### config.mk
export PLATFORM = sky130hd
export DESIGN_NAME = tow_match_ctrl
export DESIGN_NICKNAME = d
export VERILOG_FILES = /design/src/rtl/tow_match_ctrl.sv
export SDC_FILE = /design/constraint.sdc
export NUM_CORES = 1
export LEC_CHECK = 0
export CORE_ASPECT_RATIO = 0.5
export CORE_UTILIZATION = 40
export CTS_BUF_LIST = sky130_fd_sc_hd__clkbuf_4 sky130_fd_sc_hd__clkbuf_8
export DETAILED_ROUTE_END_ITERATION = 12
export PLACE_DENSITY = 0.6
export SLEW_MARGIN = 10
export SYNTH_ARGS = -nofsm -noshare
export SYNTH_HDL_FRONTEND = slang
export SYNTH_SLANG_ARGS = --single-unit
### constraint.sdc
create_clock -name clk -period 5 [get_ports clk]
set_input_delay 1 -clock clk [delete_from_list [all_inputs] [get_ports clk]]
set_output_delay 1 -clock clk [all_outputs]
set_load 0.03 [all_outputs]
### src/rtl/tow_match_ctrl.sv
// Tug-of-war match sequencer: gates play, clears rounds, holds a cool-down,
// tallies round wins and declares the match winner. Optional round timer: TOW_TIMEOUT_EN.
module tow_match_ctrl #(
  parameter int WINS_TO_MATCH  = 3,
  parameter int HOLD_CYCLES    = 8,
  parameter int CNT_W          = 4,
  parameter int TIMEOUT_CYCLES = 1024
) (
  input  logic             clk,
  input  logic             reset,
  input  logic             start,
  input  logic             win1,
  input  logic             win2,
  output logic             play_en,
  output logic             round_clr,
  output logic [CNT_W-1:0] games1,
  output logic [CNT_W-1:0] games2,
  output logic             match_over,
  output logic [1:0]       winner,
  output logic             timeout
);

  localparam int HW = (HOLD_CYCLES > 1) ? $clog2(HOLD_CYCLES + 1) : 1;

  typedef enum logic [1:0] {
    S_IDLE = 2'd0,
    S_PLAY = 2'd1,
    S_HOLD = 2'd2,
    S_DONE = 2'd3
  } state_t;

  state_t           state_q, state_d;
  logic [HW-1:0]    hold_cnt_q, hold_cnt_d;
  logic [CNT_W-1:0] games1_q, games1_d;
  logic [CNT_W-1:0] games2_q, games2_d;
  logic [1:0]       winner_q, winner_d;
  logic             play_en_q, play_en_d;
  logic             round_clr_q, round_clr_d;
  logic             match_over_q, match_over_d;
  logic             timeout_q, timeout_d;
  logic [CNT_W-1:0] games1_inc, games2_inc;

`ifdef TOW_TIMEOUT_EN
  localparam int TW = $clog2(TIMEOUT_CYCLES + 1);
  logic [TW-1:0] timer_q, timer_d;
`endif

  assign games1_inc = games1_q + CNT_W'(1);
  assign games2_inc = games2_q + CNT_W'(1);

  always_comb begin
    state_d    = state_q;
    hold_cnt_d = hold_cnt_q;
    games1_d   = games1_q;
    games2_d   = games2_q;
    winner_d   = winner_q;
    timeout_d  = 1'b0;
`ifdef TOW_TIMEOUT_EN
    timer_d    = timer_q;
`endif
    case (state_q)
      S_IDLE, S_DONE: begin
        // A fresh match always starts from a clean tally.
        if (start) begin
          state_d  = S_PLAY;
          games1_d = '0;
          games2_d = '0;
          winner_d = 2'b00;
`ifdef TOW_TIMEOUT_EN
          timer_d  = '0;
`endif
        end
      end
      S_PLAY: begin
`ifdef TOW_TIMEOUT_EN
        timer_d = timer_q + TW'(1);
`endif
        if (win1 && !win2) begin
          games1_d   = games1_inc;
          hold_cnt_d = '0;
          if (games1_inc == CNT_W'(WINS_TO_MATCH)) begin
            state_d  = S_DONE;
            winner_d = 2'b01;
          end else begin
            state_d  = S_HOLD;
          end
        end else if (win2 && !win1) begin
          games2_d   = games2_inc;
          hold_cnt_d = '0;
          if (games2_inc == CNT_W'(WINS_TO_MATCH)) begin
            state_d  = S_DONE;
            winner_d = 2'b10;
          end else begin
            state_d  = S_HOLD;
          end
        end else if (win1 && win2) begin
          state_d    = S_HOLD;
          hold_cnt_d = '0;
`ifdef TOW_TIMEOUT_EN
        end else if (timer_q == TW'(TIMEOUT_CYCLES - 1)) begin
          // Expiry only counts when no win arrives on the same cycle.
          state_d    = S_HOLD;
          hold_cnt_d = '0;
          timeout_d  = 1'b1;
`endif
        end
      end
      S_HOLD: begin
        if (hold_cnt_q == HW'(HOLD_CYCLES - 1)) begin
          state_d = S_PLAY;
`ifdef TOW_TIMEOUT_EN
          timer_d = '0;
`endif
        end else begin
          hold_cnt_d = hold_cnt_q + HW'(1);
        end
      end
      default: state_d = S_IDLE;
    endcase
    // Outputs are decoded from the next state so they register alongside it.
    play_en_d    = (state_d == S_PLAY);
    round_clr_d  = (state_d != S_PLAY);
    match_over_d = (state_d == S_DONE);
  end

  always_ff @(posedge clk) begin
    if (reset) begin
      state_q      <= S_IDLE;
      hold_cnt_q   <= '0;
      games1_q     <= '0;
      games2_q     <= '0;
      winner_q     <= 2'b00;
      play_en_q    <= 1'b0;
      round_clr_q  <= 1'b1;
      match_over_q <= 1'b0;
      timeout_q    <= 1'b0;
`ifdef TOW_TIMEOUT_EN
      timer_q      <= '0;
`endif
    end else begin
      state_q      <= state_d;
      hold_cnt_q   <= hold_cnt_d;
      games1_q     <= games1_d;
      games2_q     <= games2_d;
      winner_q     <= winner_d;
      play_en_q    <= play_en_d;
      round_clr_q  <= round_clr_d;
      match_over_q <= match_over_d;
      timeout_q    <= timeout_d;
`ifdef TOW_TIMEOUT_EN
      timer_q      <= timer_d;
`endif
    end
  end

  assign play_en    = play_en_q;
  assign round_clr  = round_clr_q;
  assign games1     = games1_q;
  assign games2     = games2_q;
  assign match_over = match_over_q;
  assign winner     = winner_q;
  assign timeout    = timeout_q;

endmodule

==> out/qor.csv <==
stage;metric;value;unit
run_status;status;completed;
min_path;hold path start;winner[1];
global_route;grt met2 use;27.39;%
setup_path;reg2reg setup slack;2.84;ns
layout;synthesis-to-finish area growth;20.40;%
layout;commonest cells after routing, fill and taps aside;23 x nor2_1, 19 x dfxtp_1, 17 x clkdlybuf4s50_1;
die;Site Rows;13;
layout;layout net count;178;
clock_network;# clock sinks;19;
pwr;sw frac;38.06;%
detailed_routing;DR vias;1015;
logic_synthesis;Mapped Area;0.001177;mm²
clock_network;Clock Path Buffers;2;
die;DIE HEIGHT;40.37;µm
timing;Max-slew headroom;57.37;%
clock_network;CTS root buf;clkbuf_8;
clock_network;# hold bufs at CTS;0;
clock_network;Post CTS Setup Buffer Count;0;
logic_synthesis;multiplexer area fraction after synthesis;3.507;%
logic_synthesis;post-synthesis compound-gate area fraction;19.98;%
pwr;Psw;0.1826;mW
detailed_routing;per-cell routed wire length;12.01;µm
logic_synthesis;total number of yosys warnings;0;
setup_path;crit path DAT;2.98;ns
placement;HPWL after DPL;1.797;mm
detailed_routing;drt first pass iters;4;
timing;Worst Tran Pin Value;0.6374;ns
placement;IO buf count;17;
global_route;Congestion Overflow GR;0;
pwr;Max VDD drop;0.0002021;V
timing;min Tclk post-route;2.812;ns
timing;final setup fails;0;
logic_synthesis;ys async rst share;0;%
clock_network;Clock Latency Late Sink;0.26;ns
placement;area post-placement;0.001371;mm²
global_route;grt peak-use layer;met2;
layout;commonest non-fill, non-tap cell in the layout;nor2_1;
die;I/O pin total;19;
logic_synthesis;post-synthesis cell count;145;
logic_synthesis;post-synthesis sequential area ratio;32.31;%
layout;ant diodes;0;
clock_network;CTS Buf Count;3;
timing;max-slew violations;0;
detailed_routing;starting DRC count in detailed routing;57;
setup_path;RR Startpoint;state_q[1];
clock_network;post-cts resize count;0;
logic_synthesis;Synth Area in Adders;10.63;%
clock_network;H-tree depth;1;
job;max-cap viol count;0;
die;die width;78.73;µm
logic_synthesis;Synth Net Count;160;
setup_path;Worst Setup SP;win2;
pwr;clock share of power;22.7;%
global_route;first-pass GRT wire length;4.015;mm
pwr;register share of total power;36.6;%
global_route;vias in the first global route;852;
timing;setup TNS;0;ns
logic_synthesis;#FFs+latches synth;19;
setup_path;RR Endpoint;games2[3];
pwr;Pwr per Cell Area;338.4;mW/mm²
global_route;met1 Use GR;22.99;%
pwr;leakage power;0.5520;nW
setup_path;worst setup path class;in -> reg;
timing;Fin. Hold Viols;0;
timing;clk_skew;0.003469;ns
layout;area occupied by multi-input gates;744.5;µm²
global_route;met3 Resource Use GR;5.455;%
clock_network;CTS tree;built;
setup_path;WP data required;5.17;ns
timing;fmax;355.6;MHz
setup_path;Crit. End Element;register;
global_route;Overall Global Routing Usage;17.23;%
setup_path;Critical Path Fanout Max;10;
setup_path;Reg2Reg Depth;7;
setup_path;Critical Path Start Type;primary input;
logic_synthesis;Mean Syn Cell Area;8.120;µm²
min_path;HP Class;reg -> reg;
global_route;initial antenna violation count;0;
pwr;Gate power share;40.7;%
layout;FF+latch area;380.4;µm²
logic_synthesis;post-synthesis xor/xnor area fraction;1.488;%
detailed_routing;Routed WL;2.390;mm
placement;placer congestion estimate;0.7555;
logic_synthesis;post-synthesis simple-gate area fraction;27.31;%
logic_synthesis;Main synth FF type;dfxtp_1;
global_route;largest net degree at the start of global routing;17;
die;Initial Utilization;43.87;%
logic_synthesis;main combinational cell family by area after synthesis;simple AND/OR/NAND/NOR gates;
layout;post-route cell area;0.001418;mm²
clock_network;CTS clk-pin slew, worst paths;0.07;ns
timing;crit share post-route;56.24;%
detailed_routing;Routed Antenna Nets;0;
logic_synthesis;number of synthesized flops with an enable pin;0;
die;core area;0.002684;mm²
pwr;Internal Power;0.2972;mW
setup_path;Worst setup endpoint;winner[1];
timing;unrepaired setup endpoints after global routing;no;
die;Die Area;0.003178;mm²
layout;Filler cells;273;
logic_synthesis;Synth cell types;43;
detailed_routing;Via density;5.101;
detailed_routing;Post-route DRC;0;
layout;share of layout cells above drive strength 1;6.173;%
## worst min path at each step
| stage | end | slack [ns] | cells after the start |
|---|---|---|---|
| floorplan | hold_cnt_q[0] | 0.47 | 1 |
| global placement | winner[1] | 0.46 | 2 |
| detailed placement | winner[1] | 0.48 | 2 |
| CTS | winner[1] | 0.49 | 2 |
| global route | winner[1] | 0.53 | 2 |
| finish | winner[1] | 0.48 | 2 |
## through the flow
| step | cells | utilization, % | hold slack (ns) | power [mW] | worst slack, ns |
|---|---|---|---|---|---|
| global route | 199 | 52.82 | 0.5278 | 0.5135 | 2.063 |
| CTS | 199 | 52.82 | 0.4873 | 0.4836 | 2.183 |
| floorplan | 145 | - | 0.4671 | 0.3243 | 2.572 |
| detailed placement | 195 | 51.10 | 0.4794 | 0.3738 | 1.915 |
| finish | 199 | 52.82 | 0.4817 | 0.4797 | 2.188 |
| global placement | 195 | 51.10 | 0.4581 | 0.3744 | 1.965 |
## logic make-up (layout without fill, tap and decap cells)
family,after synthesis,in the layout
simple gates,64,64
compound gates,33,33
flops,19,19
buf+inv,12,29
fa+ha+maj,10,10
mux,4,4
xor+xnor,2,2
other cells,1,1
## critical path, cell delays in order
cell,delay (ns)
clkdlybuf4s50_1,0.52
inv_1,0.07
ha_1,0.28
nand2b_1,0.21
or4_4,0.52
and2_4,0.17
a221oi_2,0.20
## layout make-up
class / count / share of cell area [%]
flip-flops and latches: 19 / 26.83
repair buffers: 17 / 12.00
multi-input cells: 114 / 52.52
clock buffers: 3 / 2.913
inverters: 8 / 2.118
clock inverters: 1 / 0.3530
well taps: 37 / 3.266
## power groups by stage
stage / combinational [mW] / sequential [mW] / clock (mW)
CTS: 0.196 / 0.176 / 0.112
floorplan: 0.127 / 0.198 / 0
detailed placement: 0.195 / 0.179 / 0
global route: 0.216 / 0.178 / 0.120
global placement: 0.196 / 0.178 / 0
finish: 0.195 / 0.176 / 0.109
## synth_stat cells (3+ instances only)
cell type | n | area share [%]
nor2b_1 | 3 | 1.6
ha_1 | 10 | 11
nand2b_1 | 5 | 2.7
dfxtp_1 | 19 | 32
nand3b_1 | 4 | 2.6
nand2_1 | 13 | 4.1
a21oi_1 | 11 | 4.7
inv_1 | 7 | 2.2
mux2i_1 | 3 | 2.6
nand3_1 | 4 | 1.7
nor2_1 | 23 | 7.3
a211oi_1 | 3 | 1.9
## layer usage
| metal | share of wire, % | routed length, µm |
|---|---|---|
| met5 | 0 | 0 |
| met3 | 3.2 | 77 |
| met1 | 55 | 1315 |
| met4 | 0.71 | 17 |
| met2 | 41 | 979 |
## registers in the layout, indices dropped and copies added (netlist names)
name	flops
games1	4
games2	4
hold_cnt_q	4
match_over	1
play_en	1
round_clr	1
state_q	2
winner	2
Note: power is estimated with default switching activity, not from simulation.
